===== config.mk =====
export PLATFORM = sky130hd
export DESIGN_NAME = uart_receiver_flat
export DESIGN_NICKNAME = d
export VERILOG_FILES = /design/src/rtl/uart_receiver_if.sv /design/src/rtl/uart_receiver.sv /design/src/flat_wrapper.sv
export SDC_FILE = /design/constraint.sdc
export NUM_CORES = 1
export LEC_CHECK = 0
export CAP_MARGIN = 25
export CORE_MARGIN = 2
export CORE_UTILIZATION = 40
export DETAILED_ROUTE_END_ITERATION = 8
export HOLD_SLACK_MARGIN = 0.05
export MAX_ROUTING_LAYER = met4
export PLACE_DENSITY_LB_ADDON = 0.2
export SLEW_MARGIN = 20
export SYNTH_ARGS = -nofsm -noshare
export SYNTH_HDL_FRONTEND = slang
export SYNTH_SLANG_ARGS = --single-unit

===== constraint.sdc =====
create_clock -name rx_tick -period 2.9 [get_ports rx_tick]
set_clock_uncertainty 0.2 [all_clocks]
set_input_delay 0.58 -clock rx_tick [delete_from_list [all_inputs] [get_ports rx_tick]]
set_output_delay 0.58 -clock rx_tick [all_outputs]
set_load 0.05 [all_outputs]

===== src/rtl/uart_receiver_if.sv =====
// Configuration, serial line and received-frame signals between a UART receiver and its user.
interface uart_receiver_if;
  logic [1:0] data_sel;
  logic       parity_en;
  logic       parity_odd;
  logic       stop2;
  logic       rx;
  logic [7:0] data_out;
  logic       rx_done;
  logic       parity_err;
  logic       frame_err;
  logic       busy;

  modport master (
    output data_sel, parity_en, parity_odd, stop2, rx,
    input  data_out, rx_done, parity_err, frame_err, busy
  );

  modport slave (
    input  data_sel, parity_en, parity_odd, stop2, rx,
    output data_out, rx_done, parity_err, frame_err, busy
  );
endinterface


===== src/rtl/uart_receiver.sv =====
// Oversampling UART receiver: 5-8 data bits, optional parity, 1 or 2 stop bits,
// mid-bit sampling, start-glitch rejection and break handling.
module uart_receiver #(
  parameter int unsigned OVERSAMPLE  = 16,
  parameter int unsigned SYNC_STAGES = 2
) (
  input  logic            rx_tick,
  input  logic            reset,
  uart_receiver_if.slave  bus
);

  localparam int unsigned TW = $clog2(OVERSAMPLE);
  localparam logic [TW-1:0] TICK_MID  = TW'(OVERSAMPLE / 2 - 1);
  localparam logic [TW-1:0] TICK_LAST = TW'(OVERSAMPLE - 1);

  typedef enum logic [2:0] {
    IDLE, START, DATA, PARITY, STOP, DONE, WAIT_IDLE
  } state_e;

  state_e                 state_q, state_d;
  logic [SYNC_STAGES-1:0] sync_q, sync_d;
  logic [TW-1:0]          tick_q, tick_d;
  logic [2:0]             bit_q, bit_d;
  logic [7:0]             shift_q, shift_d;
  logic [1:0]             dsel_q, dsel_d;
  logic                   pen_q, pen_d;
  logic                   podd_q, podd_d;
  logic                   stop2_q, stop2_d;
  logic                   perr_acc_q, perr_acc_d;
  logic                   ferr_acc_q, ferr_acc_d;
  logic [7:0]             data_out_q, data_out_d;
  logic                   rx_done_q, rx_done_d;
  logic                   parity_err_q, parity_err_d;
  logic                   frame_err_q, frame_err_d;
  logic                   busy_q, busy_d;

  logic       rxs;
  logic       sample;
  logic [2:0] last_bit;
  logic       ferr_next;

  assign rxs      = sync_q[SYNC_STAGES-1];
  assign sample   = (tick_q == TICK_LAST);
  assign last_bit = {1'b1, dsel_q};
  assign ferr_next = ferr_acc_q | ~rxs;

  // Next-state and output computation
  always_comb begin
    state_d      = state_q;
    sync_d       = {sync_q[SYNC_STAGES-2:0], bus.rx};
    tick_d       = tick_q;
    bit_d        = bit_q;
    shift_d      = shift_q;
    dsel_d       = dsel_q;
    pen_d        = pen_q;
    podd_d       = podd_q;
    stop2_d      = stop2_q;
    perr_acc_d   = perr_acc_q;
    ferr_acc_d   = ferr_acc_q;
    data_out_d   = data_out_q;
    rx_done_d    = 1'b0;
    parity_err_d = parity_err_q;
    frame_err_d  = frame_err_q;

    unique case (state_q)
      IDLE: begin
        tick_d     = '0;
        bit_d      = '0;
        shift_d    = '0;
        perr_acc_d = 1'b0;
        ferr_acc_d = 1'b0;
        if (!rxs) begin
          state_d = START;
          dsel_d  = bus.data_sel;
          pen_d   = bus.parity_en;
          podd_d  = bus.parity_odd;
          stop2_d = bus.stop2;
        end
      end
      START: begin
        tick_d = tick_q + TW'(1);
        if (tick_q == TICK_MID) begin
          tick_d  = '0;
          bit_d   = '0;
          state_d = rxs ? IDLE : DATA;
        end
      end
      DATA: begin
        tick_d = sample ? '0 : tick_q + TW'(1);
        if (sample) begin
          shift_d[bit_q] = rxs;
          if (bit_q == last_bit) begin
            bit_d   = '0;
            state_d = pen_q ? PARITY : STOP;
          end else begin
            bit_d = bit_q + 3'd1;
          end
        end
      end
      PARITY: begin
        tick_d = sample ? '0 : tick_q + TW'(1);
        if (sample) begin
          perr_acc_d = ((^shift_q) ^ rxs) != podd_q;
          bit_d      = '0;
          state_d    = STOP;
        end
      end
      STOP: begin
        tick_d = sample ? '0 : tick_q + TW'(1);
        if (sample) begin
          ferr_acc_d = ferr_next;
          if (stop2_q && bit_q == 3'd0) begin
            bit_d = 3'd1;
          end else begin
            // Results are published together with the done strobe
            state_d      = DONE;
            rx_done_d    = 1'b1;
            data_out_d   = shift_q;
            parity_err_d = perr_acc_q;
            frame_err_d  = ferr_next;
          end
        end
      end
      DONE: begin
        state_d = ferr_acc_q ? WAIT_IDLE : IDLE;
      end
      WAIT_IDLE: begin
        if (rxs) state_d = IDLE;
      end
      default: state_d = IDLE;
    endcase

    busy_d = (state_d == START) || (state_d == DATA) || (state_d == PARITY) ||
             (state_d == STOP)  || (state_d == DONE);
  end

  // State and output registers
  always_ff @(posedge rx_tick or posedge reset) begin
    if (reset) begin
      state_q      <= IDLE;
      sync_q       <= '1;
      tick_q       <= '0;
      bit_q        <= '0;
      shift_q      <= '0;
      dsel_q       <= '0;
      pen_q        <= 1'b0;
      podd_q       <= 1'b0;
      stop2_q      <= 1'b0;
      perr_acc_q   <= 1'b0;
      ferr_acc_q   <= 1'b0;
      data_out_q   <= '0;
      rx_done_q    <= 1'b0;
      parity_err_q <= 1'b0;
      frame_err_q  <= 1'b0;
      busy_q       <= 1'b0;
    end else begin
      state_q      <= state_d;
      sync_q       <= sync_d;
      tick_q       <= tick_d;
      bit_q        <= bit_d;
      shift_q      <= shift_d;
      dsel_q       <= dsel_d;
      pen_q        <= pen_d;
      podd_q       <= podd_d;
      stop2_q      <= stop2_d;
      perr_acc_q   <= perr_acc_d;
      ferr_acc_q   <= ferr_acc_d;
      data_out_q   <= data_out_d;
      rx_done_q    <= rx_done_d;
      parity_err_q <= parity_err_d;
      frame_err_q  <= frame_err_d;
      busy_q       <= busy_d;
    end
  end

  assign bus.data_out   = data_out_q;
  assign bus.rx_done    = rx_done_q;
  assign bus.parity_err = parity_err_q;
  assign bus.frame_err  = frame_err_q;
  assign bus.busy       = busy_q;

endmodule

===== src/flat_wrapper.sv =====
// flat-port wrapper written by rule: the top's interface ports become plain ports
module uart_receiver_flat 
#(
  parameter int unsigned OVERSAMPLE  = 16,
  parameter int unsigned SYNC_STAGES = 2
)
  (rx_tick, reset, bus_data_sel, bus_parity_en, bus_parity_odd, bus_stop2, bus_rx, bus_data_out, bus_rx_done, bus_parity_err, bus_frame_err, bus_busy);
  uart_receiver_if bus_i ();
  input  logic rx_tick;
  input  logic reset;
  input wire logic [$bits(bus_i.data_sel)-1:0] bus_data_sel;
  input wire logic [$bits(bus_i.parity_en)-1:0] bus_parity_en;
  input wire logic [$bits(bus_i.parity_odd)-1:0] bus_parity_odd;
  input wire logic [$bits(bus_i.stop2)-1:0] bus_stop2;
  input wire logic [$bits(bus_i.rx)-1:0] bus_rx;
  output wire logic [$bits(bus_i.data_out)-1:0] bus_data_out;
  output wire logic [$bits(bus_i.rx_done)-1:0] bus_rx_done;
  output wire logic [$bits(bus_i.parity_err)-1:0] bus_parity_err;
  output wire logic [$bits(bus_i.frame_err)-1:0] bus_frame_err;
  output wire logic [$bits(bus_i.busy)-1:0] bus_busy;
  assign bus_i.data_sel = bus_data_sel;
  assign bus_i.parity_en = bus_parity_en;
  assign bus_i.parity_odd = bus_parity_odd;
  assign bus_i.stop2 = bus_stop2;
  assign bus_i.rx = bus_rx;
  assign bus_data_out = bus_i.data_out;
  assign bus_rx_done = bus_i.rx_done;
  assign bus_parity_err = bus_i.parity_err;
  assign bus_frame_err = bus_i.frame_err;
  assign bus_busy = bus_i.busy;
  uart_receiver #(.OVERSAMPLE(OVERSAMPLE), .SYNC_STAGES(SYNC_STAGES)) u_core (.rx_tick(rx_tick), .reset(reset), .bus(bus_i));
endmodule

=== After elaboration in Yosys (flattened, before gate mapping) ===
Cells that the tools add are included.

* Memories kept: 0
* Output and inout bits: 12
* Bits in registers: 39
* ROM bits: 0
* Logic and storage cells: 99
* Latch bits: 0
* Memory bits (writable): 0

* Equal/unequal tests: 20
* Order comparisons: 2
* Reduce and logical (&&, ||, !) cells: 21
* Bitwise operators: 4
* Div/mod/pow operators: 0
* Add/subtract/negate cells: 2
* $mul: 0
* Muxes and demuxes: 34
* Shift operators: 0

{| class="wikitable"
|+ Operators by type and width
! kind !! count
|-
| 3-bit two-way mux || 16
|-
| 3-bit case mux with 7 select lines || 1
|-
| 8-bit case mux with 2 select lines || 1
|-
| 3-bit == test, second input constant || 5
|-
| 3-bit case mux with 5 select lines || 1
|-
| 3-bit by 2-bit == test with 1-bit output, second input constant || 4
|-
| 4-bit case mux with 3 select lines || 1
|-
| 2-bit by 1-bit != test with 1-bit output, second input constant || 5
|-
| 8-bit bitwise mux || 1
|-
| 4-bit two-way mux || 2
|-
| 8-bit two-way mux || 1
|-
| 2-bit AND reduction || 4
|-
| 8-bit XOR reduction || 1
|-
| 3-bit by 1-bit == test with 1-bit output, second input constant || 2
|-
| 3-bit zero test || 2
|-
| 1-bit two-way mux || 6
|-
| 6-bit AND reduction || 1
|-
| 2-bit nonzero test || 3
|-
| 5-bit nonzero test || 1
|-
| 4-bit by 1-bit adder with 4-bit output, second input constant || 1
|-
| 4-bit by 3-bit == test with 1-bit output, second input constant || 1
|-
| 4-bit == test, second input constant || 1
|-
| 1-bit logical OR || 4
|-
| 3-bit by 4-bit < comparator with 1-bit output, second input constant || 1
|-
| other kinds (14) || 17
|}

=== Depth between registers and ports, before layout ===
Gate-level depths: netlist (run 1).

* Depth in word-level cells: 10
* Mapped depth: 8
* Gate-level depth less buffers: 6

=== Worst setup path before layout (run 1) ===
Ideal clock, no wire load.

* Path type: reg-to-reg
* Start point: register u_core.bit_q[0]
* End point: register u_core.data_out_q[0], in the netlist u_core.bus.data_out[0]
* Path buffers: 2
* Slack: 649 ps
* Arrival time: 1926 ps
* Clock period less this slack: 2251 ps
* Required time: 2575 ps
* Stages on the path, launching flop included: 8
* Path through: dfrtp_1 -> clkbuf_1 -> inv_1 -> ha_1 -> and3b_1 -> or3_4 -> buf_6 -> mux2_4

* Cells in the longest elaborated chain, start to end: 4

{| class="wikitable"
|+ RTL lines
! what !! line !! source
|-
| start: declaration || uart_receiver.sv:23 || <nowiki>logic [2:0] bit_q, bit_d;</nowiki>
|-
| start signal: assignment || uart_receiver.sv:160 || <nowiki>bit_q <= bit_d;</nowiki>
|-
| 3-bit zero test || uart_receiver.sv:112 || <nowiki>if (stop2_q && bit_q == 3'd0) begin</nowiki>
|-
| 1-bit logical AND || uart_receiver.sv:112 ||
|-
| 1-bit NOT (no line) || n/a ||
|-
| 3-bit AND reduction (no line) || n/a ||
|-
| end signal: assignment || uart_receiver.sv:168 || <nowiki>data_out_q <= data_out_d;</nowiki>
|-
| end: declaration || uart_receiver.sv:31 || <nowiki>logic [7:0] data_out_q, data_out_d;</nowiki>
|}

No other way between the ends.
A chain may end at the register's enable or synchronous reset.

=== Final worst setup path (run 1) ===
* Start point: register u_core.state_q[1]
* End point: register u_core.shift_q[7]

* Cells in the longest elaborated chain, start to end: 3
* Elaborated cells between the ends (all ways): 6
* Those cells by class: eq/ne (2); mux (1); reduce/logical (3)

{| class="wikitable"
|+ RTL lines
! what !! line !! source
|-
| start: declaration || uart_receiver.sv:20 || <nowiki>state_e state_q, state_d;</nowiki>
|-
| start signal: assignment || uart_receiver.sv:157 || <nowiki>state_q <= state_d;</nowiki>
|-
| 3-bit by 2-bit == test with 1-bit output or 3-bit zero test (tied branches) || uart_receiver.sv:65 || <nowiki>unique case (state_q)</nowiki>
|-
| 2-bit by 1-bit != test with 1-bit output (no line) or 2-bit nonzero test (tied branches) || n/a ||
|-
| 2-bit AND reduction (no line) || n/a ||
|-
| end signal: assignment || uart_receiver.sv:161 || <nowiki>shift_q <= shift_d;</nowiki>
|-
| end: declaration || uart_receiver.sv:24 || <nowiki>logic [7:0] shift_q, shift_d;</nowiki>
|}

Several ways; a longest one is shown, not always the timed one.

==> impl_metrics.json, run 1 <==
{
  "relSlewSlack_pct": 63.0,
  "setup_viol": 0,
  "yosys_warnings": 0,
  "via_per_inst": 5.54,
  "antenna_found_initial": 0,
  "dp_hpwl_um": 2850,
  "setup-tns-final_ns": 0,
  "grt_pass1_wl_um": 7100,
  "wl_um": 4210,
  "die_w_um": 75.8,
  "drc": 0,
  "first_pass_iters": 4,
  "power.leakage_nw": 1.03,
  "worstPathMaxFanout": 18,
  "yosysSeqAreaShare_pct": 47.5,
  "status": "completed",
  "synthFlopType": "dfrtp_1",
  "ant_nets": 0,
  "synth_edf_count": 0,
  "io-pin-count": 20,
  "root_buffer": "clkbuf_8",
  "nNetsFinal": 221,
  "min_path_type": "reg2reg",
  "slew_violations": 0,
  "startpoint_type": "flip-flop",
  "syn_inst": 195,
  "coreArea_sq_um": 5040,
  "path_clk_slew_ns": 0.07,
  "power_density_nw_per_um2": 715,
  "synthArstFlopShare_pct": 100,
  "clock_sinks": 39,
  "path_class": "reg2reg",
  "dieArea_sq_um": 5740,
  "vias": 1556,
  "clock_latency_ns": 0.29,
  "num_rows": 26,
  "grt_overflow_total": 0,
  "first_global_vias": 1454,
  "drt-initial-drc-count": 149,
  "totalPowerFinal_mw": 1.69,
  "grt_max_degree": 40,
  "min_period_ns": 2.45,
  "syn2layout_area_growth_pct": 14.9,
  "die_h_um": 75.8,
  "port_buffers": 19,
  "worst_ep_required_time_ns": 2.86,
  "hold_buffers": 0,
  "cp-end-kind": "flip-flop",
  "max-vdd-ir-drop_mv": 0.466,
  "cts_resized": 0,
  "hold_viol": 0,
  "cts_inserted_buffers": 5,
  "drv_cap": 0,
  "cts.path.max_buffers": 2,
  "critPathArrivalTime_ns": 2.42,
  "gp_congestion": 0.799,
  "wl_per_cell_um": 15.0,
  "yosysUniqueCellTypes": 52,
  "cts_tree": "yes",
  "fin_crit_sh_pct": 84.6,
  "grt_use_total_pct": 17.2,
  "mostFrequentLayoutCell": "dfrtp_1",
  "final_cell_mix": "dfrtp_1, clkdlybuf4s50_1, o21ai_0, nor2_1, inv_1",
  "maxClockFrequency_mhz": 408,
  "synth_area_per_cell_sq_um": 10.6,
  "rsz0062_at_grt": "no",
  "synth-seq-cells": 39,
  "worst_pin_slew_ns": 0.550,
  "post-cts-setup-buffers": 0,
  "htreeDepth": 2,
  "synth_fp_nets": 206,
  "antenna_cells": 0,
  "drive_above_1_share_pct": 12.8,
  "start_util_pct": 40.9,
  "syn_area_sq_um": 2060
}
==> per-layer routing <==
metal	wire, um	GRT usage, %
met1	2130	24.4
met2	1870	23.4
met3	163	3.97
met4	53	7.21
met5	0	-
==> cells by family after synthesis <==
group	after synthesis	synth area share, %
fa+ha+maj	3	1.82
mux	15	9.34
compound gates	56	18.0
simple gates	48	13.0
xor+xnor	10	4.92
buf+inv	24	5.46
flops	39	47.5
==> report_power, final <==
group / switching [mW] / total [mW] / leakage (nW) / internal (mW)
registers: 0.130 / 0.772 / 0.511 / 0.642
logic: 0.313 / 0.573 / 0.476 / 0.260
clock network: 0.180 / 0.349 / 0.0422 / 0.169
==> flip-flops by register name, summed over array words and instances, names as in the netlist, 2 cells and up <==
signal,count
u_core.bit_q,3
u_core.bus.data_out,8
u_core.dsel_q,2
u_core.shift_q,8
u_core.state_q,3
u_core.sync_q,2
u_core.tick_q,4
==> path summary, 6_finish.rpt <==
kind / from / slack [ns] / endpoint / cells past startpoint
max: u_core.state_q[1]$_DFF_PP0_ / 0.45 / u_core.shift_q[7]$_DFFE_PP0P_ / 3
min: u_core.sync_q[0]$_DFF_PP1_ / 0.16 / u_core.sync_q[1]$_DFF_PP1_ / 0
max reg2reg: u_core.state_q[1]$_DFF_PP0_ / 0.45 / u_core.shift_q[7]$_DFFE_PP0P_ / 3
min reg2reg: u_core.sync_q[0]$_DFF_PP1_ / 0.16 / u_core.sync_q[1]$_DFF_PP1_ / 0
max in group asynchronous: reset / 1.62 / u_core.sync_q[1]$_DFF_PP1_ / 3
min in group asynchronous: reset / 0.51 / u_core.bus.data_out[6]$_DFFE_PP0P_ / 3
==> critical path: stages (launching register included) <==
cell and delay [ns]:
dfrtp_1 0.68, or3b_2 0.64, or3_1 0.49, o41ai_1 0.32
==> cell usage after synthesis (all sizes together), types with 3 or more instances <==
cell    number  area (sq um)
dfrtp       37           926
o21ai       19          95.1
mux2        13           173
nor2        11          41.3
inv         10          37.5
clkbuf       9          35.0
xnor2        8          70.1
a31oi        7          43.8
o41ai        7          61.3
a21oi        6          30.0
nand2        6          22.5
nand3        6          30.0
buf          5          40.0
and3         3          18.8
ha           3          37.5
nand2b       3          18.8
nor3         3          15.0
==> stage by stage <==
step / worst slack [ns] / std cells / hold slack, ns / area, sq um / utilization (%)
final: 0.447 / 281 / 0.158 / 2370 / 47.0
after global placement: 0.538 / 273 / 0.147 / 2290 / 45.4
after global routing: 0.307 / 281 / 0.167 / 2370 / 47.0
after detailed placement: 0.488 / 273 / 0.147 / 2290 / 45.4
after CTS: 0.467 / 281 / 0.165 / 2370 / 47.0
after floorplan: 0.649 / 195 / 0.145 / 2060 / -
==> final cells by class <==
cell class	instances	area (sq um)
Multi-Input combinational cell	132	971
Sequential cell	39	978
Clock inverter	1	5.00
Fill cell	490	2670
Clock buffer	7	76.3
Tap cell	70	87.6
Inverter	10	37.5
Timing Repair Buffer	22	213
Power figures use the tool's default switching activity.
==> run 2: changes to the inputs <==
- clock period: 2.9 -> 2.3 ns (I/O delays scaled with it)
==> impl_metrics.json, run 2 (same netlist as run 1, synthesis figures left out) <==
{
  "totalPowerFinal_mw": 2.23,
  "first_global_vias": 1542,
  "drc": 0,
  "first_pass_iters": 4,
  "wl_um": 4410,
  "drt-initial-drc-count": 91,
  "place_area_sq_um": 2380,
  "reg2reg_depth": 5,
  "instances_no_fill": 293,
  "ff2ff_setup_slack_ns": 0.17,
  "gp_congestion": 0.797,
  "vias": 1561,
  "io-pin-count": 20,
  "max-vdd-ir-drop_mv": 0.503,
  "clock_latency_ns": 0.29,
  "hold_depth": 0,
  "antenna_found_initial": 0,
  "worstPathMaxFanout": 8,
  "min_period_ns": 2.13,
  "die_h_um": 75.8,
  "dp_hpwl_um": 3040,
  "grt_use_total_pct": 18.2,
  "syn2layout_area_growth_pct": 19.7,
  "wl_per_cell_um": 15.0,
  "mostFrequentLayoutCell": "dfrtp_1",
  "placed_cells": 285,
  "power_density_nw_per_um2": 904,
  "grt_overflow_total": 0,
  "final_cell_mix": "dfrtp_1, clkdlybuf4s50_1, o21ai_0, buf_4, nor2_1",
  "cp-end-kind": "flip-flop",
  "clock_sinks": 39,
  "port_buffers": 19,
  "status": "completed",
  "cts_tree": "yes",
  "via_per_inst": 5.33,
  "finish.instance_area_sq_um": 2470,
  "critPathArrivalTime_ns": 2.11,
  "hold_viol": 0,
  "die_w_um": 75.8,
  "cts_inserted_buffers": 5,
  "setup-tns-final_ns": 0,
  "fill_cells": 476,
  "power.leakage_nw": 1.08,
  "path_clk_slew_ns": 0.08,
  "dieArea_sq_um": 5740,
  "min_from": "u_core.sync_q[0]$_DFF_PP1_",
  "num_rows": 26,
  "fin_crit_sh_pct": 92.5,
  "grt_max_degree": 40,
  "slew_violations": 0,
  "start_util_pct": 40.9,
  "startpoint_type": "flip-flop",
  "htreeDepth": 2,
  "r2r-start": "u_core.tick_q[0]$_DFFE_PP0P_",
  "setup_viol": 0,
  "drive_above_1_share_pct": 18.8,
  "cts.path.max_buffers": 2,
  "antenna_cells": 0,
  "worst_pin_slew_ns": 0.510,
  "grt_pass1_wl_um": 7510,
  "worst_ep_required_time_ns": 2.29,
  "ant_nets": 0,
  "rsz0062_at_grt": "no",
  "coreArea_sq_um": 5040,
  "min_path_type": "reg2reg",
  "maxClockFrequency_mhz": 470,
  "nNetsFinal": 233,
  "hold_end": "u_core.sync_q[1]$_DFF_PP1_",
  "relSlewSlack_pct": 65.9,
  "r2r_end": "u_core.shift_q[0]$_DFFE_PP0P_",
  "drv_cap": 0,
  "path_class": "reg2reg",
  "postLayoutCoreUtil_pct": 49.0,
  "root_buffer": "clkbuf_8"
}
## run 2: final cells by class
type / count / area, sq um / area share, %
inverters: 10 / 37.5 / 1.52
multi-input cells: 132 / 981 / 39.7
clock buffers: 7 / 76.3 / 3.09
clock inverters: 1 / 5.00 / 0.203
flip-flops and latches: 39 / 978 / 39.6
well taps: 70 / 87.6 / 3.55
repair buffers: 34 / 303 / 12.3
## run 2: how the worst max path moves through the flow
stage                     slack, ns                         start  depth (start not counted)                                  to
after floorplan                0.05   u_core.bit_q[0]$_DFFE_PP0P_                          7  u_core.bus.data_out[0]$_DFFE_PP0P_
after global placement         0.18  u_core.tick_q[0]$_DFFE_PP0P_                          5       u_core.shift_q[1]$_DFFE_PP0P_
after detailed placement       0.12  u_core.tick_q[0]$_DFFE_PP0P_                          5       u_core.shift_q[5]$_DFFE_PP0P_
after CTS                       0.1  u_core.tick_q[0]$_DFFE_PP0P_                          5       u_core.shift_q[0]$_DFFE_PP0P_
after global routing           0.05  u_core.tick_q[0]$_DFFE_PP0P_                          5       u_core.shift_q[5]$_DFFE_PP0P_
final                          0.17  u_core.tick_q[0]$_DFFE_PP0P_                          5       u_core.shift_q[0]$_DFFE_PP0P_
## run 2: per-layer routing
layer	wire length [um]	part of all wire [%]	up-vias	track usage, %
li1	-	-	774	-
met1	2170	49	757	24.2
met2	2020	46	21	26.7
met3	120	2.7	9	4.10
met4	95	2.2	0	7.60
met5	0	0	-	-
## run 2: through the flow
step                hold WS, ns  worst slack [ns]
floorplan                 0.145            0.0488
global placement          0.145             0.180
detailed placement        0.149             0.116
CTS                       0.160            0.0984
global route              0.166            0.0468
finish                    0.158             0.173
## run 2: critical path, stage by stage (launching register included)
cell,delay [ns]
dfrtp_1,0.43
ha_2,0.26
and3_2,0.26
o21ai_1,0.09
or3_1,0.49
o41ai_1,0.29
## run 2: power breakdown
part | switching [mW] | total [mW] | internal (mW) | leakage, nW
clock | 0.239 | 0.452 | 0.213 | 0.0422
combinational | 0.464 | 0.852 | 0.387 | 0.531
sequential | 0.119 | 0.929 | 0.810 | 0.511
total | 0.822 | 2.23 | 1.41 | 1.08
## run 2: what timing repair did
action,4_1_cts,5_1_grt
resized for setup,0,3
hold buffers,0,0
setup buffers,0,0
endpoints found under the setup margin,0,10
==> run 3: changes to the inputs <==
- PLACE_DENSITY_LB_ADDON: 0.2 -> not set
==> impl_metrics.json, run 3 (same netlist as run 1, synthesis figures left out) <==
{
  "min_from": "u_core.sync_q[0]$_DFF_PP1_",
  "status": "completed",
  "num_rows": 26,
  "ff2ff_setup_slack_ns": 0.14,
  "critical_path.slowest_cell": "or3_1",
  "power_density_nw_per_um2": 944,
  "io-pin-count": 20,
  "root_buffer": "clkbuf_8",
  "via_per_inst": 5.28,
  "die_w_um": 75.8,
  "cts.path.max_buffers": 2,
  "post-cts-setup-buffers": 0,
  "syn2layout_area_growth_pct": 21.7,
  "r2r-start": "u_core.tick_q[0]$_DFFE_PP0P_",
  "worst_pin_slew_ns": 0.625,
  "start_util_pct": 40.9,
  "worst_ep_required_time_ns": 2.29,
  "coreArea_sq_um": 5040,
  "setup_viol": 0,
  "critPathArrivalTime_ns": 2.15,
  "crit_start": "u_core.tick_q[0]$_DFFE_PP0P_",
  "port_buffers": 19,
  "cp-end-kind": "flip-flop",
  "drive_above_1_share_pct": 18.8,
  "dp_hpwl_um": 3010,
  "postLayoutCoreUtil_pct": 49.8,
  "vias": 1546,
  "nNetsFinal": 233,
  "mostFrequentLayoutCell": "dfrtp_1",
  "htreeDepth": 2,
  "path_class": "reg2reg",
  "startpoint_type": "flip-flop",
  "whs_ns": 0.159,
  "hold_viol": 0,
  "max_stage_delay_ns": 0.49,
  "final_cell_mix": "dfrtp_1, clkdlybuf4s50_1, o21ai_0, buf_4, nor2_1",
  "clock_sinks": 39,
  "clock_latency_ns": 0.29,
  "grt_pass1_wl_um": 7090,
  "drv_cap": 0,
  "cts_inserted_buffers": 5,
  "worstPathMaxFanout": 8,
  "maxClockFrequency_mhz": 463,
  "path_clk_slew_ns": 0.08,
  "dieArea_sq_um": 5740,
  "wl_um": 4250,
  "first_global_vias": 1462,
  "slew_violations": 0,
  "first_pass_iters": 4,
  "grt_use_total_pct": 17.1,
  "die_h_um": 75.8,
  "grt_overflow_total": 0,
  "cts_tree": "yes",
  "min_path_type": "reg2reg",
  "relSlewSlack_pct": 58.0,
  "setup-tns-final_ns": 0,
  "placed_cells": 285,
  "instances_no_fill": 293,
  "drc": 0,
  "fin_crit_sh_pct": 94.0,
  "grt_max_degree": 40,
  "antenna_cells": 0,
  "gp_congestion": 0.792,
  "rsz0062_at_grt": "no",
  "max-vdd-ir-drop_mv": 0.514,
  "drt-initial-drc-count": 105,
  "crit_chain": "ha_2, and3_1, o21ai_1, or3_1, o41ai_1",
  "min_period_ns": 2.16,
  "power.leakage_nw": 1.11,
  "ant_nets": 0,
  "wl_per_cell_um": 14.5,
  "antenna_found_initial": 0
}
-- run 3: worst max-delay path, delay by kind of cell (launching register included) --
kind,cells,cell delay [ns]
AND/OR/NAND/NOR,2,0.78
flip-flops,1,0.42
AO/OA/AOI/OAI,2,0.40
adder cells (fa/ha/maj),1,0.25
-- run 3: timing repair --
action / 4_1_cts / 5_1_grt
endpoints found under the hold margin: 0 / 0
setup endpoints to repair: 0 / 4
hold buffers: 0 / 0
gates resized for setup: 0 / 1
-- run 3: worst paths after layout --
check	endpoint	cells past startpoint
hold / removal	u_core.sync_q[1]$_DFF_PP1_	0
setup / recovery	u_core.shift_q[7]$_DFFE_PP0P_	5
min in group asynchronous	u_core.perr_acc_q$_DFFE_PP0P_	3
setup reg to reg	u_core.shift_q[7]$_DFFE_PP0P_	5
max in group asynchronous	u_core.sync_q[1]$_DFF_PP1_	3
hold reg to reg	u_core.sync_q[1]$_DFF_PP1_	0
-- run 3: layer usage --
metal	vias up	track usage, %	share of wire [%]
li1	774	-	-
met1	734	23.1	49
met2	32	25.5	45
met3	6	4.50	4.2
met4	0	4.68	1.3
met5	-	-	0
-- run 3: stage by stage --
step / cell area (sq um) / setup slack, ns / power (mW)
after CTS: 2510 / 0.115 / 2.38
after floorplan: 2060 / 0.0488 / 1.53
after global routing: 2510 / 0.0450 / 2.52
after global placement: 2390 / 0.165 / 1.77
after detailed placement: 2390 / 0.156 / 1.77
final: 2510 / 0.139 / 2.37
-- run 3: final cells by class --
type                    count  area (sq um)
flip-flops and latches     39           978
clock inverters             2          35.0
repair buffers             34           315
inverters                  10          37.5
clock buffers               6          82.6
fillers                   475          2530
multi-input cells         132           973
well taps                  70          87.6
-- run 3: where the power goes --
group | total [mW] | leakage, nW | switching (mW) | internal [mW]
Clock | 0.601 | 0.0612 | 0.250 | 0.351
Combinational | 0.844 | 0.536 | 0.457 | 0.388
Sequential | 0.925 | 0.511 | 0.115 | 0.810
